File: src/rtl/core_if_pkg.sv
// Shared types for the instruction-fetch stage.
//   IF_regs_t     : fetch-to-decode pipeline register {fetch_pc, fetch_pc4}
//   fetch_state_t : fetch request FSM state
//   pc_plus4      : sequential PC step (wraps modulo 2^64)
package core_if_pkg;

  typedef struct packed {
    logic [63:0] fetch_pc;
    logic [63:0] fetch_pc4;
  } IF_regs_t;

  typedef enum logic [1:0] {
    FS_IDLE = 2'd0,
    FS_WAIT = 2'd1,
    FS_HOLD = 2'd2
  } fetch_state_t;

  // sll $0,$0,0 -- decode treats this as a bubble, so no valid bit is needed.
  localparam logic [31:0] INST_BUBBLE = 32'h0000_0000;
  localparam logic [63:0] PC_STEP     = 64'd4;

  function automatic logic [63:0] pc_plus4(input logic [63:0] pc);
    return pc + PC_STEP;
  endfunction

endpackage

File: src/rtl/core_if_fetch_redirect_sel.sv
// Priority select of the fetch redirect target.
// Ports:
//   take_exception_i      : highest priority, target EXC_VECTOR
//   eret_i / epc_i        : return from exception, target epc_i
//   branch_taken_i / pc_branch_i : taken branch, target pc_branch_i
//   jump_i / jump_addr_i  : jump, target jump_addr_i (lowest priority)
//   redirect_o            : any redirect source active
//   target_o              : selected target (zero when no redirect)
module fetch_redirect_sel #(
  parameter logic [63:0] EXC_VECTOR = 64'h0000_0000_8000_0180
) (
  input  logic        take_exception_i,
  input  logic        eret_i,
  input  logic [63:0] epc_i,
  input  logic        branch_taken_i,
  input  logic [63:0] pc_branch_i,
  input  logic        jump_i,
  input  logic [63:0] jump_addr_i,
  output logic        redirect_o,
  output logic [63:0] target_o
);

  always_comb begin
    redirect_o = 1'b1;
    target_o   = '0;
    if (take_exception_i) begin
      target_o = EXC_VECTOR;
    end else if (eret_i) begin
      target_o = epc_i;
    end else if (branch_taken_i) begin
      target_o = pc_branch_i;
    end else if (jump_i) begin
      target_o = jump_addr_i;
    end else begin
      redirect_o = 1'b0;
    end
  end

endmodule

File: src/rtl/core_if.sv
// Instruction-fetch stage. Owns the 64-bit PC and runs a single-outstanding
// request/response handshake with instruction memory, applying redirects
// from exception, ERET, branch and jump.
// Ports:
//   clock, reset (async, active-low)
//   stall          : hold IF outputs and PC
//   flush          : squash next IF output to a bubble
//   take_exception, eret/epc, branch_taken/pc_branch, jump/jump_addr : redirects
//   imem_req/imem_addr : level request, address = req_pc
//   imem_ack/imem_rdata: response, at least one cycle after the request
//   IF_regs, inst  : {fetch_pc, fetch_pc4} and instruction to decode (0 = bubble)
//   fetch_busy     : request outstanding with no ack this cycle
module core_if
  import core_if_pkg::*;
#(
  parameter logic [63:0] RESET_PC   = 64'h0000_0000_0040_0000,
  parameter logic [63:0] EXC_VECTOR = 64'h0000_0000_8000_0180
) (
  input  logic        clock,
  input  logic        reset,
  input  logic        stall,
  input  logic        flush,
  input  logic        take_exception,
  input  logic        eret,
  input  logic [63:0] epc,
  input  logic        branch_taken,
  input  logic [63:0] pc_branch,
  input  logic        jump,
  input  logic [63:0] jump_addr,
  output logic        imem_req,
  output logic [63:0] imem_addr,
  input  logic        imem_ack,
  input  logic [31:0] imem_rdata,
  output IF_regs_t    IF_regs,
  output logic [31:0] inst,
  output logic        fetch_busy
);

  fetch_state_t state_q, state_d;
  logic [63:0]  pc_q, pc_d;
  logic [63:0]  req_pc_q, req_pc_d;
  logic         kill_q, kill_d;
  logic [63:0]  hold_pc_q, hold_pc_d;
  logic [31:0]  hold_inst_q, hold_inst_d;
  IF_regs_t     if_regs_q, if_regs_d;
  logic [31:0]  inst_q, inst_d;

  logic         redirect;
  logic [63:0]  target;

  fetch_redirect_sel #(
    .EXC_VECTOR (EXC_VECTOR)
  ) u_redirect_sel (
    .take_exception_i (take_exception),
    .eret_i           (eret),
    .epc_i            (epc),
    .branch_taken_i   (branch_taken),
    .pc_branch_i      (pc_branch),
    .jump_i           (jump),
    .jump_addr_i      (jump_addr),
    .redirect_o       (redirect),
    .target_o         (target)
  );

  always_comb begin
    state_d     = state_q;
    pc_d        = pc_q;
    req_pc_d    = req_pc_q;
    kill_d      = kill_q;
    hold_pc_d   = hold_pc_q;
    hold_inst_d = hold_inst_q;
    if_regs_d   = if_regs_q;
    inst_d      = inst_q;

    if (redirect) begin
      // A redirect overrides stall: the output always becomes a bubble.
      pc_d      = target;
      inst_d    = INST_BUBBLE;
      if_regs_d = '0;
      unique case (state_q)
        FS_IDLE: begin
          state_d  = FS_WAIT;
          req_pc_d = target;
        end
        FS_WAIT: begin
          if (imem_ack) begin
            // Response arriving now is for the old path: drop it and
            // reissue straight at the new target.
            req_pc_d = target;
            kill_d   = 1'b0;
          end else begin
            // Request still in flight; its response must be discarded.
            kill_d = 1'b1;
          end
        end
        FS_HOLD: begin
          state_d     = FS_IDLE;
          hold_pc_d   = '0;
          hold_inst_d = INST_BUBBLE;
        end
        default: state_d = FS_IDLE;
      endcase
    end else begin
      unique case (state_q)
        FS_IDLE: begin
          state_d  = FS_WAIT;
          req_pc_d = pc_q;
          if (!stall) begin
            inst_d    = INST_BUBBLE;
            if_regs_d = '0;
          end
        end
        FS_WAIT: begin
          if (!imem_ack) begin
            if (!stall) begin
              inst_d    = INST_BUBBLE;
              if_regs_d = '0;
            end
          end else if (kill_q) begin
            // Stale response from before a redirect: reissue at the new pc.
            kill_d    = 1'b0;
            req_pc_d  = pc_q;
            inst_d    = INST_BUBBLE;
            if_regs_d = '0;
          end else if (!stall) begin
            inst_d             = imem_rdata;
            if_regs_d.fetch_pc  = req_pc_q;
            if_regs_d.fetch_pc4 = pc_plus4(req_pc_q);
            pc_d               = pc_plus4(req_pc_q);
            req_pc_d           = pc_plus4(req_pc_q);
          end else begin
            // Decode cannot take it yet; park the instruction.
            hold_pc_d   = req_pc_q;
            hold_inst_d = imem_rdata;
            state_d     = FS_HOLD;
          end
        end
        FS_HOLD: begin
          if (!stall) begin
            inst_d             = hold_inst_q;
            if_regs_d.fetch_pc  = hold_pc_q;
            if_regs_d.fetch_pc4 = pc_plus4(hold_pc_q);
            pc_d               = pc_plus4(hold_pc_q);
            req_pc_d           = pc_plus4(hold_pc_q);
            state_d            = FS_WAIT;
          end
        end
        default: state_d = FS_IDLE;
      endcase

      // Flush only squashes the visible output; PC and request proceed.
      if (flush) begin
        inst_d    = INST_BUBBLE;
        if_regs_d = '0;
      end
    end
  end

  always_ff @(posedge clock or negedge reset) begin
    if (!reset) begin
      state_q     <= FS_IDLE;
      pc_q        <= RESET_PC;
      req_pc_q    <= '0;
      kill_q      <= 1'b0;
      hold_pc_q   <= '0;
      hold_inst_q <= INST_BUBBLE;
      if_regs_q   <= '0;
      inst_q      <= INST_BUBBLE;
    end else begin
      state_q     <= state_d;
      pc_q        <= pc_d;
      req_pc_q    <= req_pc_d;
      kill_q      <= kill_d;
      hold_pc_q   <= hold_pc_d;
      hold_inst_q <= hold_inst_d;
      if_regs_q   <= if_regs_d;
      inst_q      <= inst_d;
    end
  end

  assign imem_req   = (state_q == FS_WAIT);
  assign imem_addr  = req_pc_q;
  assign fetch_busy = (state_q == FS_WAIT) && !imem_ack;
  assign IF_regs    = if_regs_q;
  assign inst       = inst_q;

endmodule
File: config.mk
export PLATFORM = sky130hd
export DESIGN_NAME = core_if
export DESIGN_NICKNAME = d
export VERILOG_FILES = /design/src/rtl/core_if_pkg.sv /design/src/rtl/core_if_fetch_redirect_sel.sv /design/src/rtl/core_if.sv
export SDC_FILE = /design/constraint.sdc
export NUM_CORES = 1
export LEC_CHECK = 0
export BUFFER_PORTS_ARGS = -buffer_cell sky130_fd_sc_hd__buf_2
export CORE_MARGIN = 4
export CORE_UTILIZATION = 30
export DETAILED_ROUTE_END_ITERATION = 16
export HOLD_SLACK_MARGIN = 0.05
export PLACE_DENSITY_LB_ADDON = 0.2
export SLEW_MARGIN = 10
export SYNTH_ARGS = -nofsm -noshare
export SYNTH_HDL_FRONTEND = slang
export SYNTH_SLANG_ARGS = --single-unit
File: constraint.sdc
create_clock -name clock -period 3.2 [get_ports clock]
set_input_delay 0.96 -clock clock [delete_from_list [all_inputs] [get_ports clock]]
set_output_delay 0.96 -clock clock [all_outputs]
set_load 0.01 [all_outputs]
==> run_results.csv, run 1 <==
group,metric,value,unit
cts,clockBufferDepth,3,
sta,hold_viol_final,0,
placed_design,numPlacedInstances,4300,
synthesis,synth-edff-count,0,
placed_design,portBuffers,458,
route,drc,0,
synthesis,synth_top_area_share,41.1,%
final_layout,fillers,8149,
route,wire_per_inst,26.3,µm
sta,period_share,96.6,%
cts,tritoncts,"done",
setup_path,cp_slowest_cell,"or4_1",
placed_design,post-dp-hpwl,85.9,mm
sta,slew_violations,0,
setup_path,crit_required,3.72,ns
route,drtAntennaViolNets,0,
setup_path,critPathTopFamily,"simple AND/OR/NAND/NOR gates",
synthesis,yosysMostFrequentCell,"dfrtp_1",
synthesis,synth_common_cells,"dfrtp_1, nand2_1, o21ai_0, clkbuf_1, nor2_1",
sta,skew,0.0515,ns
synthesis,yosysWarnings,0,
global_routing,grt_pass1_vias,24085,
synthesis,async_reset_ff_share,100,%
cts,root_buffer,"clkbuf_16",
sta,min_period,3.09,ns
sta,setup_viol_count_final,0,
setup_path,path_buf_inv,1,
sta,rsz0062_at_grt,"no",
final_layout,nets,3549,
die,row_count,102,
setup_path,critPathCaptureType,"register",
die,initial_core_util,30.3,%
synthesis,synth_seq_cells,387,
cts,htreeDepth,2,
sta,worst_pin_slew,0.991,ns
final_layout,area_growth,29.4,%
synthesis,synth-seq-area-share,41.2,%
cts,insertion_delay,0.63,ns
final_layout,num_antenna_cells,0,
route,via_count,25378,
setup_path,crit_chain,"nand4_1 -> or4_4 -> or4_1 -> nor3_2 -> buf_4 -> mux2i_1 -> a22oi_1 -> a21o_1",
synthesis,synth_flop_cell,"dfrtp_1",
route,avgViaCountPerCell,5.79,
cts,cts_resized,0,
die,die_w,288,µm
final_layout,fin_cells,4386,
cts,cts_setup_buffers,0,
synthesis,synth_top_cell_by_area,"dfrtp_1",
pwr,power.density,691,mW/mm²
setup_path,cp_slowest_stage_delay,0.76,ns
synthesis,postSynthCellCount,2757,
placed_design,routabilityCongestion,0.929,
synthesis,syn_avg_cell_area,8.53,µm²
synthesis,netlist_area,0.0235,mm²
die,core_area,0.0776,mm²
cts,clkTransAtPathRegs,0.06,ns
placed_design,dpl_worst_slack,-0.0543,ns
global_routing,grt_overflow_total,0,
run,maxCapViolations,0,
setup_path,arrival,3.61,ns
synthesis,synth_nets,2997,
die,die_area,0.0830,mm²
sta,setup_ws,0.109,ns
route,first_pass_iters,6,
die,die_h,288,µm
global_routing,grtUsageTotal,26.8,%
setup_path,critPathMaxFanout,5,
route,drt_iter0_markers,2825,
final_layout,utilization,39.2,%
cts,cts_hold_buffers,0,
sta,max-slew-margin-rel,33.4,%
outcome,status,"finished, final reports clean",
cts,cts_buffers,47,
pwr,ir_drop,0.382,mV
hold_path,hold_path_class,"input port to async pin",
final_layout,layout-drive-gt1-share,27.3,%
die,io-pin-count,459,
sta,timing.fmax,324,MHz
cts,clock_sinks,387,
route,drt-total-wl,115,mm
synthesis,synth.area.top_cells,"dfrtp_1, nand2_1, o21ai_0",
synthesis,ys_types,91,
global_routing,grt_start_max_net_pins,94,
global_routing,antenna_found_initial,3,
global_routing,grt_pass1_wl,167,mm
pwr,p_leak,13.7,nW
setup_path,crit_path_start_kind,"register",
setup_path,critPathKind,"register to register",
==> power breakdown <==
| group | leakage, nW | total [mW] | internal [mW] | switching [mW] |
|---|---|---|---|---|
| combinational | 7.72 | 9.07 | 3.27 | 5.80 |
| clock | 0.788 | 5.64 | 3.32 | 2.32 |
| sequential | 5.23 | 6.33 | 5.61 | 0.724 |
==> layout make-up <==
cell class | instances | area (µm²) | area share (%)
Clock inverter | 18 | 206 | 0.678
Clock buffer | 68 | 1390 | 4.55
Sequential cell | 387 | 9690 | 31.8
Tap cell | 1040 | 1300 | 4.28
Multi-Input combinational cell | 2070 | 12700 | 41.6
Inverter | 22 | 82.6 | 0.271
Timing Repair Buffer | 781 | 5120 | 16.8
==> routing by layer <==
layer  track usage, %  wire length [µm]  vias up
met1             38.3             51300    12444
met3             5.46             10400      197
met4             7.25              3590        0
met5                0                 0        -
met2             41.1             50100     1347
li1                 -                 -    11390
==> cells by family after synthesis <==
| group | after synthesis | synth area share (%) |
|---|---|---|
| flops | 387 | 41.2 |
| compound gates | 1043 | 30.4 |
| fa+ha+maj | 7 | 0.372 |
| mux | 18 | 0.824 |
| simple gates | 902 | 18.0 |
| buf+inv | 300 | 5.52 |
| xor+xnor | 100 | 3.76 |
==> sequential cells by signal (all words and copies together) (netlist names) <==
name and flops:
pc_q 64, state_q 2, hold_inst_q 32, inst 32, IF_regs 128, kill_q 1
imem_addr 64, hold_pc_q 64
==> path summary, 6_finish.rpt <==
| kind | start | endpoint | slack, ns | depth (start not counted) |
|---|---|---|---|---|
| worst max-delay path | imem_addr[14] | IF_regs[63] | 0.11 | 8 |
| worst min-delay path | reset | inst[27] | 0.33 | 1 |
| worst max register to register | imem_addr[14] | IF_regs[63] | 0.11 | 8 |
| worst min register to register | IF_regs[8] | IF_regs[8] | 0.46 | 2 |
| max in group asynchronous | reset | pc_q[22] | 2.08 | 2 |
| min in group clock | IF_regs[8] | IF_regs[8] | 0.46 | 2 |
==> per-stage QoR <==
step / hold WS [ns] / TNS, ns / area (µm²) / power [mW]
2_1_floorplan: 0.465 / 0 / 23500 / 11.0
3_5_place_dp: 0.452 / -0.252 / 28800 / 15.3
3_3_place_gp: 0.446 / -0.0368 / 28800 / 15.3
4_1_cts: 0.317 / 0 / 30400 / 21.0
6_report: 0.327 / 0 / 30400 / 21.0
5_1_grt: 0.348 / 0 / 30400 / 22.0
==> worst register-to-register path, stage by stage (launching register included) <==
cell     delay (ns)
dfrtp_1        0.41
nand4_1        0.22
or4_4          0.60
or4_1          0.77
nor3_2         0.38
buf_4          0.19
mux2i_1        0.19
a22oi_1        0.10
a21o_1         0.16
==> cell usage in the layout, fill, tap and decap left out, types with 13 or more instances in the layout <==
cell	count
dfrtp_1	386
nand3_1	67
xnor2_1	52
a21oi_1	123
and2_1	18
clkbuf_8	13
and4_1	13
o21ai_0	280
inv_1	20
a221o_1	26
nor2_1	192
nor3_1	35
o2bb2ai_1	20
a31oi_1	55
xor2_1	47
a22o_1	114
buf_2	456
a221oi_1	44
nor4_1	34
o221ai_1	25
nand2b_1	21
o21a_1	16
buf_4	293
clkbuf_16	47
buf_12	31
nand2_1	382
and3_1	21
a21o_1	24
nand4_1	50
a22oi_1	159
o211ai_1	31
Power figures use the tool's default switching activity.
==> run 2: changes to the inputs <==
--- a/config.mk
+++ b/config.mk
@@ -14,4 +14,5 @@
 export SLEW_MARGIN = 10
 export SYNTH_ARGS = -nofsm -noshare
 export SYNTH_HDL_FRONTEND = slang
+export SYNTH_HIERARCHICAL = 1
 export SYNTH_SLANG_ARGS = --single-unit
==> run 2 against run 1 <==
- non-clock buffer count is 62 lower
- clock skew is 0.027 ns lower
- die area is 0.70% higher
- critical path depth stayed put
- combinational power is 7.5% lower
- setup slack worse by 0.075 ns
- fmax is 2.4% lower
- synthesized cell count is 0.62% higher
- sequential share of layout area is 0.27 points higher
- critical path type unchanged
==> run_results.csv, run 2 <==
group,metric,value,unit
setup_path,startpoint,"hold_pc_q[11]",
pwr,p_leak,13.5,nW
setup_path,cp_slowest_stage_delay,0.61,ns
cts,cts_hold_buffers,0,
setup_path,arrival,3.67,ns
synthesis,ys_types,82,
final_layout,fin_area,0.0302,mm²
setup_path,crit_required,3.71,ns
setup_path,cp_common_cell,"or4_1",
synthesis,synth_top_cell_by_area,"dfrtp_1",
route,wire_per_inst,25.9,µm
route,first_pass_iters,6,
synthesis,synth-seq-area-share,40.9,%
synthesis,synth-edff-count,0,
synthesis,synth_top_area_share,40.8,%
synthesis,yosysWarnings,6,
global_routing,grt_start_max_net_pins,111,
route,avgViaCountPerCell,5.72,
cts,cts_buffers,47,
placed_design,numPlacedInstances,4248,
synthesis,synth_flop_cell,"dfrtp_1",
pwr,clockPowerShare,27.4,%
setup_path,critPathCaptureType,"register",
global_routing,grtUsageTotal,25.9,%
setup_path,timing.rr.start,"hold_pc_q[11]",
cts,insertion_delay,0.60,ns
cts,root_buffer,"clkbuf_16",
die,die_area,0.0835,mm²
pwr,p_int,11.8,mW
synthesis,synth-compound-area-share,30.4,%
pwr,ir_drop,0.378,mV
die,die_h,289,µm
global_routing,met3_usage,7.52,%
sta,max-slew-margin-rel,16.6,%
route,drc,0,
synthesis,synth_adder_area_share,0.317,%
synthesis,synth_seq_cells,387,
final_layout,mostFrequentLayoutCells,"buf_2, dfrtp_1, nand2_1",
final_layout,final_common_cell,"buf_2",
cts,clockBufferDepth,3,
die,core_area,0.0778,mm²
global_routing,met1_usage,38.0,%
sta,timing.fmax,316,MHz
final_layout,layout-drive-gt1-share,26.8,%
die,die_w,289,µm
placed_design,routabilityCongestion,0.931,
setup_path,critPathMaxFanout,16,
setup_path,crit_chain,"nand4_2 -> or4_4 -> or4_1 -> buf_4 -> or4_1 -> a21oi_4 -> a211oi_1 -> o21ai_1",
placed_design,post-dp-hpwl,83.3,mm
global_routing,top_usage_layer,"met1",
route,drt-total-wl,112,mm
pwr,p_sw,8.76,mW
hold_path,hold_path_class,"input port to async pin",
pwr,pwr-share-seq,31.7,%
final_layout,nets,3497,
global_routing,antenna_found_initial,2,
synthesis,yosysMostFrequentCell,"dfrtp_1",
synthesis,netlist_area,0.0237,mm²
final_layout,fin_cells,4335,
sta,skew,0.0240,ns
global_routing,grt_pass1_vias,23726,
setup_path,critPathKind,"register to register",
global_routing,grt_overflow_total,0,
pwr,power_frac_comb,40.9,%
synthesis,synth_top_family_by_area,"compound AO/OA/AOI/OAI gates",
synthesis,syn_avg_cell_area,8.54,µm²
synthesis,synth.area.top_cells,"dfrtp_1, nand2_1, o21ai_0",
sta,slew_violations,0,
sta,worst_pin_slew,1.25,ns
cts,clock_sinks,387,
route,drt_iter0_markers,2511,
route,drtAntennaViolNets,0,
cts,htreeDepth,2,
placed_design,portBuffers,458,
sta,period_share,98.9,%
synthesis,synth_nets,3013,
synthesis,synth_mux_area_share,0.386,%
run,maxCapViolations,0,
die,initial_core_util,30.4,%
synthesis,synth_xor_xnor_area_share,3.62,%
sta,min_period,3.17,ns
route,via_count,24812,
synthesis,postSynthCellCount,2774,
die,row_count,102,
global_routing,grt_pass1_wl,163,mm
pwr,swShare,42.7,%
setup_path,crit_path_start_kind,"register",
synthesis,synth_common_cells,"dfrtp_1, nand2_1, o21ai_0, clkbuf_1, a21oi_1",
final_layout,num_antenna_cells,0,
die,io-pin-count,459,
setup_path,cp_slowest_cell,"or4_4",
global_routing,gr-usage-met2,36.0,%
sta,hold_viol_final,0,
final_layout,area_growth,27.4,%
synthesis,async_reset_ff_share,100,%
cts,clkTransAtPathRegs,0.06,ns
pwr,power.density,680,mW/mm²
placed_design,place_area,0.0285,mm²
final_layout,fillers,8032,
sta,rsz0062_at_grt,"yes",
outcome,status,"finished, final reports clean",
final_layout,largest_reg_flops,128,
synthesis,yosys.area_share.simple,17.9,%
cts,cts_setup_buffers,0,
sta,setup_viol_count_final,0,
cts,tritoncts,"done",
[run 2: metrics by stage]
step / hold slack [ns] / setup slack [ns] / setup TNS [ns] / power [mW] / utilization, %
6_report: 0.354 / 0.0339 / 0 / 20.5 / 38.8
5_1_grt: 0.375 / -0.0394 / -0.0506 / 21.4 / 38.8
4_1_cts: 0.345 / 0.0245 / 0 / 20.4 / 38.7
3_5_place_dp: 0.454 / -0.221 / -37.08 / 14.6 / 36.6
3_3_place_gp: 0.451 / -0.188 / -26.93 / 14.6 / 36.6
2_1_floorplan: 0.439 / -0.112 / -12.63 / 10.4 / -
[run 2: cells by family (layout without fill, tap and decap cells)]
group           count (synthesis)  count (layout)
xor+xnor                       98              98
compound gates               1035            1035
mux                             9               9
fa+ha+maj                       6               6
flops                         387             387
buf+inv                       375             896
simple gates                  864             864
[run 2: routing by layer]
| layer | part of all wire, % | wire [µm] |
|---|---|---|
| met5 | 0.024 | 27 |
| met2 | 40 | 44900 |
| met4 | 3.9 | 4330 |
| met3 | 11 | 12100 |
| met1 | 45 | 50700 |
[run 2: final timing paths]
kind                       slack (ns)  depth (start not counted)      endpoint
setup reg to reg                 0.03                          8   IF_regs[38]
max in group asynchronous        2.01                          2  IF_regs[121]
setup / recovery                 0.03                          8   IF_regs[38]
hold reg to reg                  0.46                          2   IF_regs[17]
hold / removal                   0.35                          1  IF_regs[126]
min in group clock               0.46                          2   IF_regs[17]
[run 2: worst max-delay path: cells and delay by family (launching register included)]
family	cells	cell delay [ns]
and+or+nand+nor	4	1.87
AOI/OAI and AO/OA	3	0.60
DFF	1	0.37
buffers and inverters	1	0.22
[run 2: cell type report]
type	count	area, µm²	share of cell area [%]
Tap cell	1040	1300	4.31
Clock buffer	65	1380	4.56
Multi-Input combinational cell	2012	12600	41.9
Sequential cell	387	9690	32.1
Timing Repair Buffer	719	4620	15.3
Clock inverter	21	223	0.738
Inverter	91	342	1.13
[run 2: power by group through the flow]
stage / Sequential [mW] / Combinational [mW] / Clock, mW
3_3_place_gp: 6.56 / 8.08 / 0
6_report: 6.52 / 8.39 / 5.62
4_1_cts: 6.48 / 8.20 / 5.73
3_5_place_dp: 6.56 / 8.08 / 0
5_1_grt: 6.60 / 8.87 / 5.94
2_1_floorplan: 6.55 / 3.85 / 0
[run 2: timing repair]
action                                 CTS  global route
setup endpoints to repair                3             8
cloned                                   1             0
resized for setup                        7             5
endpoints found under the hold margin    0             0
pin swaps                                0             2
